==> src/rtl/div_pkg.sv <==
// Shared types and constants for the iterative divider.
// Latency: n/a (declarations only).
// Backpressure: n/a.
package div_pkg;

    typedef enum logic [1:0] {
        IDLE = 2'b00,
        RUN  = 2'b01,
        ZERO = 2'b10,
        DONE = 2'b11
    } div_state_t;

    // Decoder raises start and stalls the pipeline on this ALU op.
    localparam logic [4:0] ALU_DIV  = 5'b10101;
    localparam int         DIV_ITER = 32;

endpackage

==> src/rtl/div_step.sv <==
// One restoring shift-subtract iteration.
// Latency: combinational.
// Backpressure: none.
module div_step #(
    parameter int W = 32
) (
    input  logic [W-1:0] rem_in,
    input  logic [W-1:0] dvd_in,
    input  logic [W-1:0] dvs,
    output logic [W-1:0] rem_out,
    output logic [W-1:0] dvd_out,
    output logic         q_bit
);

    logic [W:0] shifted;
    logic [W:0] trial;

    always_comb begin
        shifted = {rem_in, dvd_in[W-1]};
        trial   = shifted - {1'b0, dvs};
        // A carried-out top bit means shifted >= 2^W > dvs, so the trial always fits.
        q_bit   = shifted[W] | ~trial[W];
        rem_out = q_bit ? trial[W-1:0] : shifted[W-1:0];
        dvd_out = {dvd_in[W-2:0], 1'b0};
    end

endmodule

==> src/rtl/div_unit.sv <==
// Iterative signed/unsigned divider for MIPS div/divu; quotient to lo, remainder to hi.
// Latency: done 33 cycles after accept (2 for a zero divisor); one quotient bit per cycle.
// Backpressure: start accepted only in IDLE or DONE; ignored (not queued) while busy.
module div_unit
    import div_pkg::*;
#(
    parameter int DATA_WIDTH = 32,
    parameter int CNT_WIDTH  = 6
) (
    input  logic                  clk,
    input  logic                  rst,
    input  logic                  start,
    input  logic                  unsigned_op,
    input  logic [DATA_WIDTH-1:0] OP_A,
    input  logic [DATA_WIDTH-1:0] OP_B,
    output logic                  busy,
    output logic                  done,
    output logic [DATA_WIDTH-1:0] quotient,
    output logic [DATA_WIDTH-1:0] remainder,
    output logic                  div_by_zero
);

    localparam logic [CNT_WIDTH-1:0] LAST_CNT = CNT_WIDTH'(DIV_ITER - 1);

    div_state_t            state, state_nxt;
    logic [CNT_WIDTH-1:0]  cnt;
    logic                  neg_q, neg_r;
    logic [DATA_WIDTH-1:0] rem_r, dvd_r, dvs_r;
    logic [DATA_WIDTH-1:0] rem_nxt, dvd_nxt, q_word;
    logic                  q_bit;
    logic                  accept, b_zero, a_neg, b_neg;
    logic [DATA_WIDTH-1:0] abs_a, abs_b;

    assign accept = start && (state == IDLE || state == DONE);
    assign b_zero = (OP_B == '0);
    assign a_neg  = !unsigned_op && OP_A[DATA_WIDTH-1];
    assign b_neg  = !unsigned_op && OP_B[DATA_WIDTH-1];
    // Magnitude of the most negative value wraps back to itself, which is the right unsigned value.
    assign abs_a  = a_neg ? -OP_A : OP_A;
    assign abs_b  = b_neg ? -OP_B : OP_B;

    assign busy = (state == RUN) || (state == ZERO);
    assign done = (state == DONE);

    div_step #(.W(DATA_WIDTH)) u_step (
        .rem_in  (rem_r),
        .dvd_in  (dvd_r),
        .dvs     (dvs_r),
        .rem_out (rem_nxt),
        .dvd_out (dvd_nxt),
        .q_bit   (q_bit)
    );

    // Quotient bits accumulate in the low end of the dividend register as it shifts out.
    assign q_word = dvd_nxt | DATA_WIDTH'(q_bit);

    always_ff @(posedge clk or negedge rst) begin
        if (!rst) state <= IDLE;
        else      state <= state_nxt;
    end

    always_comb begin
        state_nxt = state;
        case (state)
            IDLE, DONE: begin
                if (accept)              state_nxt = b_zero ? ZERO : RUN;
                else if (state == DONE)  state_nxt = IDLE;
            end
            RUN:     if (cnt == LAST_CNT) state_nxt = DONE;
            ZERO:    state_nxt = DONE;
            default: state_nxt = IDLE;
        endcase
    end

    always_ff @(posedge clk or negedge rst) begin
        if (!rst) begin
            cnt         <= '0;
            neg_q       <= 1'b0;
            neg_r       <= 1'b0;
            rem_r       <= '0;
            dvd_r       <= '0;
            dvs_r       <= '0;
            quotient    <= '0;
            remainder   <= '0;
            div_by_zero <= 1'b0;
        end else if (accept) begin
            cnt         <= '0;
            neg_q       <= a_neg ^ b_neg;
            neg_r       <= a_neg;
            rem_r       <= '0;
            // Zero-divisor path reports the raw dividend as the remainder.
            dvd_r       <= b_zero ? OP_A : abs_a;
            dvs_r       <= abs_b;
            div_by_zero <= 1'b0;
        end else if (state == RUN) begin
            cnt   <= cnt + CNT_WIDTH'(1);
            rem_r <= rem_nxt;
            dvd_r <= q_word;
            if (cnt == LAST_CNT) begin
                quotient  <= neg_q ? -q_word  : q_word;
                remainder <= neg_r ? -rem_nxt : rem_nxt;
            end
        end else if (state == ZERO) begin
            quotient    <= '1;
            remainder   <= dvd_r;
            div_by_zero <= 1'b1;
        end
    end

endmodule

==> config.mk <==
export PLATFORM = sky130hd
export DESIGN_NAME = div_unit
export DESIGN_NICKNAME = d
export VERILOG_FILES = /design/src/rtl/div_pkg.sv /design/src/rtl/div_step.sv /design/src/rtl/div_unit.sv
export SDC_FILE = /design/constraint.sdc
export NUM_CORES = 1
export LEC_CHECK = 0
export CAP_MARGIN = 0
export CORE_UTILIZATION = 50
export CTS_CLUSTER_SIZE = 12
export DETAILED_ROUTE_END_ITERATION = 10
export PLACE_DENSITY = 0.72
export SYNTH_ARGS = -nofsm -noshare
export SYNTH_HDL_FRONTEND = slang
export SYNTH_HIERARCHICAL = 1
export SYNTH_SLANG_ARGS = --single-unit
export TNS_END_PERCENT = 100
==> constraint.sdc <==
create_clock -name clk -period 8.65 [get_ports clk]
set_input_delay 2.1625 -clock clk [delete_from_list [all_inputs] [get_ports clk]]
set_output_delay 2.1625 -clock clk [all_outputs]
set_load 0.1 [all_outputs]
==> impl_results.rst <==
.. list-table::
   :header-rows: 1

   * - Metric
     - Value
   * - Run status
     - complete, no violations
   * - Average instance area after synthesis
     - 8.54 sq um
   * - # DRC
     - 0
   * - Routability cong.
     - 0.867
   * - Number of cells on the worst reg-to-reg path
     - 17
   * - Hold violation count in the final report
     - 0
   * - Number of failing setup endpoints in the final timing report
     - 0
   * - Number of DRC markers after the initial detailed-route iteration
     - 745
   * - Maximum number of pins on one net before global-route repair
     - 83
   * - Area added between synthesis and finish
     - 15.3%
   * - Gate Count Post-Synth
     - 1418
   * - Fraction of registers with async set or reset after synthesis
     - 100%
   * - Synth top area share
     - 35.3%
   * - TritonRoute pass-1 iters
     - 5
   * - First-pass GRT wire length
     - 52500 um
   * - CTS tree
     - done
   * - Port Buffers
     - 134
   * - Initial antenna violation count
     - 0
   * - Via count of the first global-routing pass
     - 9975
   * - Die Y
     - 158 um
   * - Launching element type of the critical path
     - flop
   * - Total placed instance area
     - 13400 sq um
   * - GR Layer Usage met2
     - 43.6%
   * - Remaining number of nets flagged by the antenna check after routing
     - 0
   * - Yosys warns
     - 6
   * - Met3 track demand over resource in global routing
     - 4.19%
   * - Worst max-slew margin expressed relative to the limit
     - 19.8%
   * - Worst setup slack after placement
     - 2.91 ns
   * - FMAX
     - 171 MHz
   * - Met1 Track Usage GR
     - 36.8%
   * - Number of H-tree levels
     - 4
   * - Fill count
     - 2106
   * - Die area
     - 24900 sq um
   * - Sum of routed wire length over all layers
     - 32500 um
   * - Cts repair resizes
     - 0
   * - Prevailing post-synth register cell
     - dfrtp_1
   * - Final Cycle Share
     - 67.6%
   * - Hold Crit Depth
     - 2
   * - Worst EP arrival
     - 6.15 ns
   * - Remaining global-route overflow
     - 0
   * - Post-synthesis cell type with the largest combined area
     - dfrtp_1
   * - Layout cell share with drive strength beyond 1
     - 5.75%
   * - PnR worst setup slack
     - 2.80 ns
   * - Post-layout nets
     - 1575
   * - Area of all sequential standard cells
     - 4280 sq um
   * - Clock skew
     - 0.0157 ns
   * - Starting utilization of the core area
     - 51.3%
   * - Slew @ Worst Pin
     - 1.20 ns
   * - Final worst hold slack
     - 0.480 ns
   * - Hold Buf Count CTS
     - 0
   * - Detailed-route vias per instance
     - 5.89
   * - Unrepaired setup endpoints after global routing
     - no
   * - Core Rows
     - 56
   * - CP Class
     - reg -> reg
   * - CTS Buffer Depth
     - 2
   * - Cell area after synthesis
     - 12100 sq um
   * - Post-CTS setup buffers
     - 0
   * - Total track usage
     - 27.1%
   * - Worst setup EP type
     - flop
   * - Clock slew at the register clock pins of the worst setup and hold paths
     - 0.07 ns
   * - Maximum fanout along the worst path
     - 56
   * - Required time at the endpoint of the critical path
     - 8.96 ns
   * - TNS Setup
     - 0 ns
   * - Flip-flop and latch count after synthesis
     - 171
   * - Antenna cell count
     - 0
   * - Worst-skew pair later-pin latency
     - 0.44 ns
   * - Cell at the root of the clock tree
     - clkbuf_16
   * - Final cell area excluding filler cells
     - 14000 sq um
   * - Number of synthesized flops with an enable pin
     - 0
   * - Top-Level Pins
     - 135
   * - Syn Nets
     - 1527
   * - Placed wire-length estimate
     - 23900 um
   * - Area of the core region
     - 23600 sq um
   * - Number of maximum-capacitance constraint violations
     - 0
   * - Area of combinational cells with multiple inputs
     - 7050 sq um
   * - Synth cell types
     - 76
   * - Share of the yosys chip area belonging to registers
     - 35.3%
   * - Worst min-delay path class
     - reg -> reg
   * - Pins over their slew limit
     - 0
   * - Chip width
     - 158 um
   * - Vias
     - 10596
   * - Total clock sinks
     - 171
   * - Busiest grt layer
     - met2
   * - Wirelength per Cell
     - 18.1 um
   * - Number of buffers added by the clock tree synthesis step
     - 17
   * - Min Clock Period, post-route
     - 5.85 ns
   * - Synth top area cells
     - dfrtp_1 35%, xor2_1 7.4%, a21oi_1 5.1%
cell type report:
cell class | instances | area share, %
Clock buffer | 18 | 3.14
Clock inverter | 14 | 1.07
Inverter | 55 | 1.48
Multi-Input combinational cell | 1074 | 50.5
Sequential cell | 171 | 30.6
Tap cell | 319 | 2.86
Timing Repair Buffer | 147 | 10.3
final timing paths:
path / slack, ns / startpoint / end
max in group asynchronous: 5.09 / rst / rem_r[1]
hold reg to reg: 0.48 / remainder[6] / remainder[6]
hold / removal: 0.48 / remainder[6] / remainder[6]
min in group asynchronous: 1.77 / rst / dvs_r[3]
setup reg to reg: 2.80 / dvd_r[31] / remainder[21]
setup / recovery: 2.80 / dvd_r[31] / remainder[21]
layout by cell type (no fill, tap or decap), types with 33 or more instances in the layout:
cell             instances
a21oi_1                123
clkdlybuf4s50_1        133
dfrtp_1                171
ha_1                    39
inv_1                   55
mux2i_1                 44
nand2_1                107
nor2_1                 140
nor2b_1                 33
o21ai_0                 88
xnor2_1                 44
xor2_1                 102
layer usage:
layer  wire length (um)  share of wire, %
met5                  0                 0
met2              15200                47
met1              14600                45
met4                906               2.8
met3               1790               5.5
synth_stat cells (14+ instances only):
master and n:
nor2_1 140, a21oi_1 123, a21o_1 31, a31oi_1 15, o31ai_1 23, inv_1 55, o211ai_1 14, buf_4 35
o21ai_0 88, nand2_1 108, a211oi_1 31, xor2_1 102, ha_1 40, or3_1 22, nor2b_1 34, clkbuf_1 71
or4_1 21, dfrtp_1 171, nand3_1 25, o41ai_1 14, xnor2_1 44, mux2i_1 44
worst max-delay path: stages (launching register included):
cell	delay, ns
dfrtp_1	0.41
inv_1	0.07
ha_1	0.23
fa_1	0.40
nand2b_1	0.18
a21oi_1	0.21
o311ai_2	0.20
a211oi_2	0.35
nor3b_2	0.12
o31ai_4	0.31
buf_4	0.52
mux2_1	0.48
or4_1	0.59
or4_1	0.63
or3_1	0.39
o41ai_1	0.32
xor2_1	0.21
o21ai_1	0.08
stage by stage:
stage	cells	utilization (%)
3_3_place_gp	1766	56.7
5_1_grt	1798	59.2
3_5_place_dp	1766	56.7
6_report	1798	59.2
2_1_floorplan	1418	-
4_1_cts	1798	59.2
flip-flops by register name (all words and copies together) (netlist names):
name         cells
remainder       32
neg_q            1
dvs_r           32
cnt              6
div_by_zero      1
state            2
dvd_r           32
quotient        32
rem_r           32
neg_r            1
logic make-up (layout without fill, tap and decap cells):
kind of cell	after synthesis	count (layout)	share of synthesized area, %
muxes	50	50	4.35
other	1	1	0.0310
xor gates and xnor gates	146	146	10.6
and+or+nand+nor	431	431	17.3
buffers and inverters	173	234	6.63
adders and majority gates	41	41	4.30
DFF	171	171	35.3
AOI/OAI and AO/OA	405	405	21.5
Power is not shown: default switching activity piles up to over one toggle a cycle in this logic, so the estimate is an artifact.
